## config.mk

```make
export PLATFORM = sky130hd
export DESIGN_NAME = sprite_collide
export DESIGN_NICKNAME = d
export VERILOG_FILES = /design/src/rtl/collide_pkg.sv /design/src/rtl/sprite_collide_sat_counter.sv /design/src/rtl/sprite_collide.sv
export SDC_FILE = /design/constraint.sdc
export NUM_CORES = 1
export LEC_CHECK = 0
export BUFFER_PORTS_ARGS = -buffer_cell sky130_fd_sc_hd__buf_2
export CORE_UTILIZATION = 35
export CTS_CLUSTER_DIAMETER = 60
export DETAILED_ROUTE_END_ITERATION = 16
export GPL_TIMING_DRIVEN = 1
export PLACE_DENSITY_LB_ADDON = 0.05
export SLEW_MARGIN = 30
export SYNTH_ARGS = -nofsm -noshare
export SYNTH_HDL_FRONTEND = slang
export SYNTH_SLANG_ARGS = --single-unit
```

## constraint.sdc

```tcl
create_clock -name clk -period 2.6 [get_ports clk]
set_input_delay 0 -clock clk [delete_from_list [all_inputs] [get_ports clk]]
set_output_delay 0 -clock clk [all_outputs]
set_load 0.01 [all_outputs]
```

## src/rtl/collide_pkg.sv

```systemverilog
// Shared types and widths for the sprite collision detector.
// Screen coordinate / palette widths and the collision FSM state encoding.
package collide_pkg;

    localparam int CORDW     = 16;
    localparam int COLR_BITS = 4;

    typedef enum logic [1:0] {
        IDLE,
        SCAN,
        EVAL,
        LOCKED
    } collide_state_t;

endpackage

```

## src/rtl/sprite_collide_sat_counter.sv

```systemverilog
// Saturating up-counter with synchronous clear.
// Clear and increment together restart the count at one.
module sat_counter #(
    parameter int WIDTH = 16,
    parameter int MAX   = 65535
) (
    input  logic             clk,
    input  logic             rst_n,
    input  logic             clr,
    input  logic             inc,
    output logic [WIDTH-1:0] q
);

    logic [WIDTH-1:0] cnt_q;
    logic [WIDTH-1:0] cnt_d;

    // Next count: restart on clear, otherwise climb until MAX.
    always_comb begin
        cnt_d = cnt_q;
        if (clr) begin
            cnt_d = inc ? WIDTH'(1) : '0;
        end else if (inc && (cnt_q != WIDTH'(MAX))) begin
            cnt_d = cnt_q + WIDTH'(1);
        end
    end

    // Count register.
    always_ff @(posedge clk or negedge rst_n) begin
        if (!rst_n) begin
            cnt_q <= '0;
        end else begin
            cnt_q <= cnt_d;
        end
    end

    assign q = cnt_q;

endmodule

```

## src/rtl/sprite_collide.sv

```systemverilog
// Player/monster pixel-overlap detector with per-frame debounced hit.
// Optional macro COLLIDE_DEBUG_EN: registered overlap debug pixel.
module sprite_collide
    import collide_pkg::*;
#(
    parameter logic [COLR_BITS-1:0] TRANSP_IDX     = '0,
    parameter int                   MIN_OVERLAP    = 4,
    parameter int                   CONFIRM_FRAMES = 2
) (
    input  logic                        clk,
    input  logic                        i_rst_n,
    input  logic                        replay,
    input  logic                        enable,
    input  logic                        frame,
    input  logic                        de,
    input  logic signed [CORDW-1:0]     sx,
    input  logic signed [CORDW-1:0]     sy,
    input  logic                        player_drawing,
    input  logic [COLR_BITS-1:0]        player_pix,
    input  logic                        monster_drawing,
    input  logic [COLR_BITS-1:0]        monster_pix,
    output logic                        hit,
    output logic                        hit_pulse,
    output logic signed [CORDW-1:0]     hit_x,
    output logic signed [CORDW-1:0]     hit_y,
    output logic [15:0]                 overlap_cnt,
    output logic                        dbg_overlay
);

    collide_state_t state_q, state_d;

    logic                    overlap;
    logic                    counting;
    logic                    cnt_clr, cnt_inc;
    logic                    cap;
    logic                    conf_clr, conf_inc;
    logic                    enough;
    logic                    confirmed;
    logic [15:0]             cnt_q;
    logic [3:0]              conf_q;

    logic                    hit_q, hit_d;
    logic                    hit_pulse_q, hit_pulse_d;
    logic                    ovl_upd_q, ovl_upd_d;
    logic signed [CORDW-1:0] hit_x_q, hit_x_d;
    logic signed [CORDW-1:0] hit_y_q, hit_y_d;
    logic signed [CORDW-1:0] first_x_q, first_x_d;
    logic signed [CORDW-1:0] first_y_q, first_y_d;
    logic signed [CORDW-1:0] snap_x_q, snap_x_d;
    logic signed [CORDW-1:0] snap_y_q, snap_y_d;
    logic [15:0]             snap_cnt_q, snap_cnt_d;
    logic [15:0]             overlap_cnt_q, overlap_cnt_d;

    assign overlap = de & enable & player_drawing & monster_drawing
                   & (player_pix != TRANSP_IDX)
                   & (monster_pix != TRANSP_IDX);

    // A frame pulse in IDLE already belongs to the first scanned frame.
    assign counting = frame | (state_q != IDLE);
    assign cnt_clr  = replay | frame | (state_q == IDLE);
    assign cnt_inc  = ~replay & overlap & counting;
    assign cap      = cnt_inc & (frame | (cnt_q == '0));

    sat_counter #(
        .WIDTH (16),
        .MAX   (65535)
    ) u_cnt (
        .clk   (clk),
        .rst_n (i_rst_n),
        .clr   (cnt_clr),
        .inc   (cnt_inc),
        .q     (cnt_q)
    );

    sat_counter #(
        .WIDTH (4),
        .MAX   (CONFIRM_FRAMES)
    ) u_conf (
        .clk   (clk),
        .rst_n (i_rst_n),
        .clr   (conf_clr),
        .inc   (conf_inc),
        .q     (conf_q)
    );

    assign enough    = snap_cnt_q >= 16'(MIN_OVERLAP);
    // Saturated confirm+1 reaches the target exactly when q is one short.
    assign confirmed = enough & (conf_q >= 4'(CONFIRM_FRAMES - 1));

    // Frame-boundary snapshot and first-overlap coordinate capture.
    always_comb begin
        first_x_d  = cap ? sx : first_x_q;
        first_y_d  = cap ? sy : first_y_q;
        snap_cnt_d = frame ? cnt_q : snap_cnt_q;
        snap_x_d   = frame ? first_x_q : snap_x_q;
        snap_y_d   = frame ? first_y_q : snap_y_q;
        if (replay) begin
            first_x_d  = '0;
            first_y_d  = '0;
            snap_cnt_d = '0;
            snap_x_d   = '0;
            snap_y_d   = '0;
        end
    end

    // Next-state and registered outputs of the collision FSM.
    always_comb begin
        state_d       = state_q;
        hit_d         = hit_q;
        hit_pulse_d   = 1'b0;
        hit_x_d       = hit_x_q;
        hit_y_d       = hit_y_q;
        overlap_cnt_d = overlap_cnt_q;
        ovl_upd_d     = 1'b0;
        conf_clr      = 1'b0;
        conf_inc      = 1'b0;
        if (ovl_upd_q) begin
            overlap_cnt_d = snap_cnt_q;
        end
        if (replay) begin
            state_d       = IDLE;
            hit_d         = 1'b0;
            hit_x_d       = '0;
            hit_y_d       = '0;
            overlap_cnt_d = '0;
            conf_clr      = 1'b1;
        end else begin
            unique case (state_q)
                IDLE: begin
                    if (frame) state_d = SCAN;
                end
                SCAN: begin
                    if (frame) state_d = EVAL;
                end
                EVAL: begin
                    overlap_cnt_d = snap_cnt_q;
                    conf_inc      = enough;
                    conf_clr      = ~enough;
                    state_d       = SCAN;
                    if (confirmed) begin
                        hit_d       = 1'b1;
                        hit_pulse_d = 1'b1;
                        hit_x_d     = snap_x_q;
                        hit_y_d     = snap_y_q;
                        state_d     = LOCKED;
                    end
                end
                LOCKED: begin
                    ovl_upd_d = frame;
                end
                default: state_d = IDLE;
            endcase
        end
    end

    // State and output registers.
    always_ff @(posedge clk or negedge i_rst_n) begin
        if (!i_rst_n) begin
            state_q       <= IDLE;
            hit_q         <= 1'b0;
            hit_pulse_q   <= 1'b0;
            hit_x_q       <= '0;
            hit_y_q       <= '0;
            overlap_cnt_q <= '0;
            ovl_upd_q     <= 1'b0;
            first_x_q     <= '0;
            first_y_q     <= '0;
            snap_cnt_q    <= '0;
            snap_x_q      <= '0;
            snap_y_q      <= '0;
        end else begin
            state_q       <= state_d;
            hit_q         <= hit_d;
            hit_pulse_q   <= hit_pulse_d;
            hit_x_q       <= hit_x_d;
            hit_y_q       <= hit_y_d;
            overlap_cnt_q <= overlap_cnt_d;
            ovl_upd_q     <= ovl_upd_d;
            first_x_q     <= first_x_d;
            first_y_q     <= first_y_d;
            snap_cnt_q    <= snap_cnt_d;
            snap_x_q      <= snap_x_d;
            snap_y_q      <= snap_y_d;
        end
    end

    assign hit         = hit_q;
    assign hit_pulse   = hit_pulse_q;
    assign hit_x       = hit_x_q;
    assign hit_y       = hit_y_q;
    assign overlap_cnt = overlap_cnt_q;

`ifdef COLLIDE_DEBUG_EN
    logic dbg_q, dbg_d;

    assign dbg_d = replay ? 1'b0 : overlap;

    // Overlap pixel delayed one cycle for the compositor tint.
    always_ff @(posedge clk or negedge i_rst_n) begin
        if (!i_rst_n) begin
            dbg_q <= 1'b0;
        end else begin
            dbg_q <= dbg_d;
        end
    end

    assign dbg_overlay = dbg_q;
`else
    assign dbg_overlay = 1'b0;
`endif

endmodule
```

==> results_dict.tcl <==
set metrics [dict create \
    syn_nets 725 \
    ctsHtreeMaxLevel 4 \
    cts_root_buf "clkbuf_16" \
    yosysMostFrequentCell "dfrtp_1" \
    max_freq_mhz 459 \
    dpl.hpwl_um 10400 \
    clk_path_buf_depth 2 \
    cts_resized 0 \
    drv_cap 0 \
    wl_met2_um 7850 \
    die_w_um 140 \
    wl_met3_um 636 \
    timing_hold_violations_final 0 \
    clkTransAtPathRegs_ns 0.06 \
    synth_area_per_cell_sq_um 10.0 \
    port-buffer-count 97 \
    synth_top_flop_cell "dfrtp_1" \
    ys_ff_latch 153 \
    setup_tns_ns 0 \
    slew-limit-headroom_pct 47.8 \
    fillers 1810 \
    fin_crit_ns 2.18 \
    seq_area_frac_synth_pct 57.5 \
    status "complete, no violations" \
    die_y_um 140 \
    ir_worst_vdd_v 0.000461 \
    tightest_slew_ns 0.783 \
    finalCritPeriodShare_pct 83.8 \
    drc 0 \
    start_kind "flop" \
    synth.cell_area_sq_mm 0.00666 \
    cp-end-kind "flop" \
    ys_top_cells_by_area "dfrtp_1 57%, mux2i_1 10%, nand2_1 7.7%" \
    grt_usage_pct 17.7 \
    gp_congestion 0.868 \
    hp-class "primary input to flop" \
    nNetsFinal 849 \
    insertion_delay_ns 0.42 \
    viasPerCell 5.02 \
    yosys_warnings 0 \
    critPathMaxFanout 25 \
    rows 50 \
    cp.arrival_ns 2.52 \
    drtIter0Drc 224 \
    power_uw 5460 \
    drt-wirelength-per-cell_um 15.7 \
    wl_um 16300 \
    cts_sinks 153 \
    grt_pass1_vias 5269 \
    place_inst 971 \
    dr.pass1.iters 6 \
    core_sq_mm 0.0187 \
    power.density_mw_per_mm2 649 \
    area_delta_synth_final_pct 26.2 \
    crit_type "flop to flop" \
    gr-total-overflow 0 \
    die_area_sq_mm 0.0196 \
    cpPeakStageDelay_ns 0.51 \
    numCtsBuffers 17 \
    holdWs_ns 0.128 \
    cts_tree "built" \
    vias 5215 \
    cellLeakagePower_uw 0.00395 \
    ff2ff_setup_slack_ns 0.42 \
    synth_top_area_share_pct 57.5 \
    setup_viol 0 \
    start_util_pct 35.6 \
    top_layer "met4" \
    met1_length_um 7500 \
    grt_pass1_wl_um 27200 \
    synth_area_leader_cell "dfrtp_1" \
    drv_slew 0 \
    required_ns 2.94 \
    skew_ns 0.00978 \
    netlist_top_cells_count "153 x dfrtp_1, 137 x nand2_1, 77 x nor2_1" \
    ant_nets 0 \
    grt_start_max_net_pins 74 \
    syn_inst 666 \
    ios 99 \
    rsz0062_at_grt "no" \
    synth_enable_flop_cells 0 \
    crit_slowest_cell "or4_1" \
    drive_gt1_share_pct 18.9 \
    cp_cell_sequence "inv_1 > ha_1 > nand2b_1 > nand3_1 > or2_0 > buf_4 > or4_1 > a21oi_1" \
    antenna_found_initial 1 \
    netlist-cell-type-count 40 \
    ys_async_sr_fraction_pct 100 \
    finalNonFillerCells 1038 \
    utilization_pct 44.9 \
]
-- flip-flops by register name, indices dropped and copies added, names as in the netlist --
register,cells
hit_x,16
snap_x_q,16
overlap_cnt,16
hit_y,16
ovl_upd_q,1
u_conf.q,4
first_y_q,16
hit_pulse,1
snap_cnt_q,16
snap_y_q,16
state_q,2
hit,1
first_x_q,16
u_cnt.q,16
-- power by group --
part | internal (uW) | switching (uW) | total, uW
clock | 1640 | 1020 | 2660
sequential | 2400 | 20.6 | 2420
combinational | 143 | 232 | 375
-- kinds of logic after synthesis --
kind of cell | after synthesis | share of synthesized area (%)
flip-flops | 153 | 57.5
XOR/XNOR | 2 | 0.263
AO/OA/AOI/OAI | 104 | 8.79
adder cells (fa/ha/maj) | 11 | 2.07
multiplexers | 67 | 10.1
other | 1 | 0.0563
AND/OR/NAND/NOR | 272 | 17.7
buffers and inverters | 56 | 3.55
-- cell type report --
type	count	area [sq um]	area share, %
sequential	153	3830	45.6
multi-input combinational	457	2600	31.0
timing repair buffer	149	995	11.8
clock buffer	18	439	5.23
tap	234	293	3.48
clock inverter	14	195	2.32
inverter	12	45.0	0.536
antenna	1	2.50	0.0298
-- cells in the final DEF, fill, tap and decap left out, types with 13 or more instances in the layout --
cell type      count
clkbuf_16         17
mux2i_1           67
buf_4             17
a21oi_1           47
buf_2             95
dfrtp_1          153
nand3_1           13
nand2_1          137
o21ai_0           35
dlygate4sd3_1     34
nor2_1            77
-- what timing repair did --
action / CTS / global route
endpoints found under the hold margin: 101 / 0
buffers inserted: 0 / 0
setup endpoints to repair: 0 / 0
hold buffers: 34 / 0
-- metal layers --
metal | global-route usage (%) | up-vias
li1 | - | 2522
met1 | 22.6 | 2578
met2 | 29.2 | 94
met3 | 3.90 | 21
met4 | 6.71 | 0
met5 | 0 | -
-- final timing paths --
| path | from | endpoint | cells past startpoint |
|---|---|---|---|
| setup reg to reg | state_q[0]$_DFFE_PN0P_ | u_cnt.q[5]$_DFFE_PN0P_ | 8 |
| hold / removal | monster_drawing | u_cnt.q[9]$_DFFE_PN0P_ | 5 |
| hold reg to reg | overlap_cnt[5]$_DFFE_PN0P_ | overlap_cnt[5]$_DFFE_PN0P_ | 2 |
| min in group asynchronous | i_rst_n | hit_y[1]$_DFFE_PN0P_ | 2 |
| setup / recovery | state_q[0]$_DFFE_PN0P_ | u_cnt.q[5]$_DFFE_PN0P_ | 8 |
| max in group asynchronous | i_rst_n | snap_cnt_q[5]$_DFFE_PN0N_ | 3 |
-- through the flow --
stage	setup slack (ns)	area, sq um
after CTS	0.382	8400
after global placement	0.402	7420
after floorplan	0.601	6660
after global routing	0.208	8400
final	0.420	8400
after detailed placement	0.393	7420
-- critical path: cells and delay by family (launching register included) --
| family | cells | cell delay, ns |
|---|---|---|
| adders and majority gates | 1 | 0.25 |
| buffers and inverters | 2 | 0.30 |
| AOI/OAI and AO/OA | 1 | 0.17 |
| DFF | 1 | 0.42 |
| and+or+nand+nor | 4 | 0.97 |
(Power assumes the default switching activity.)
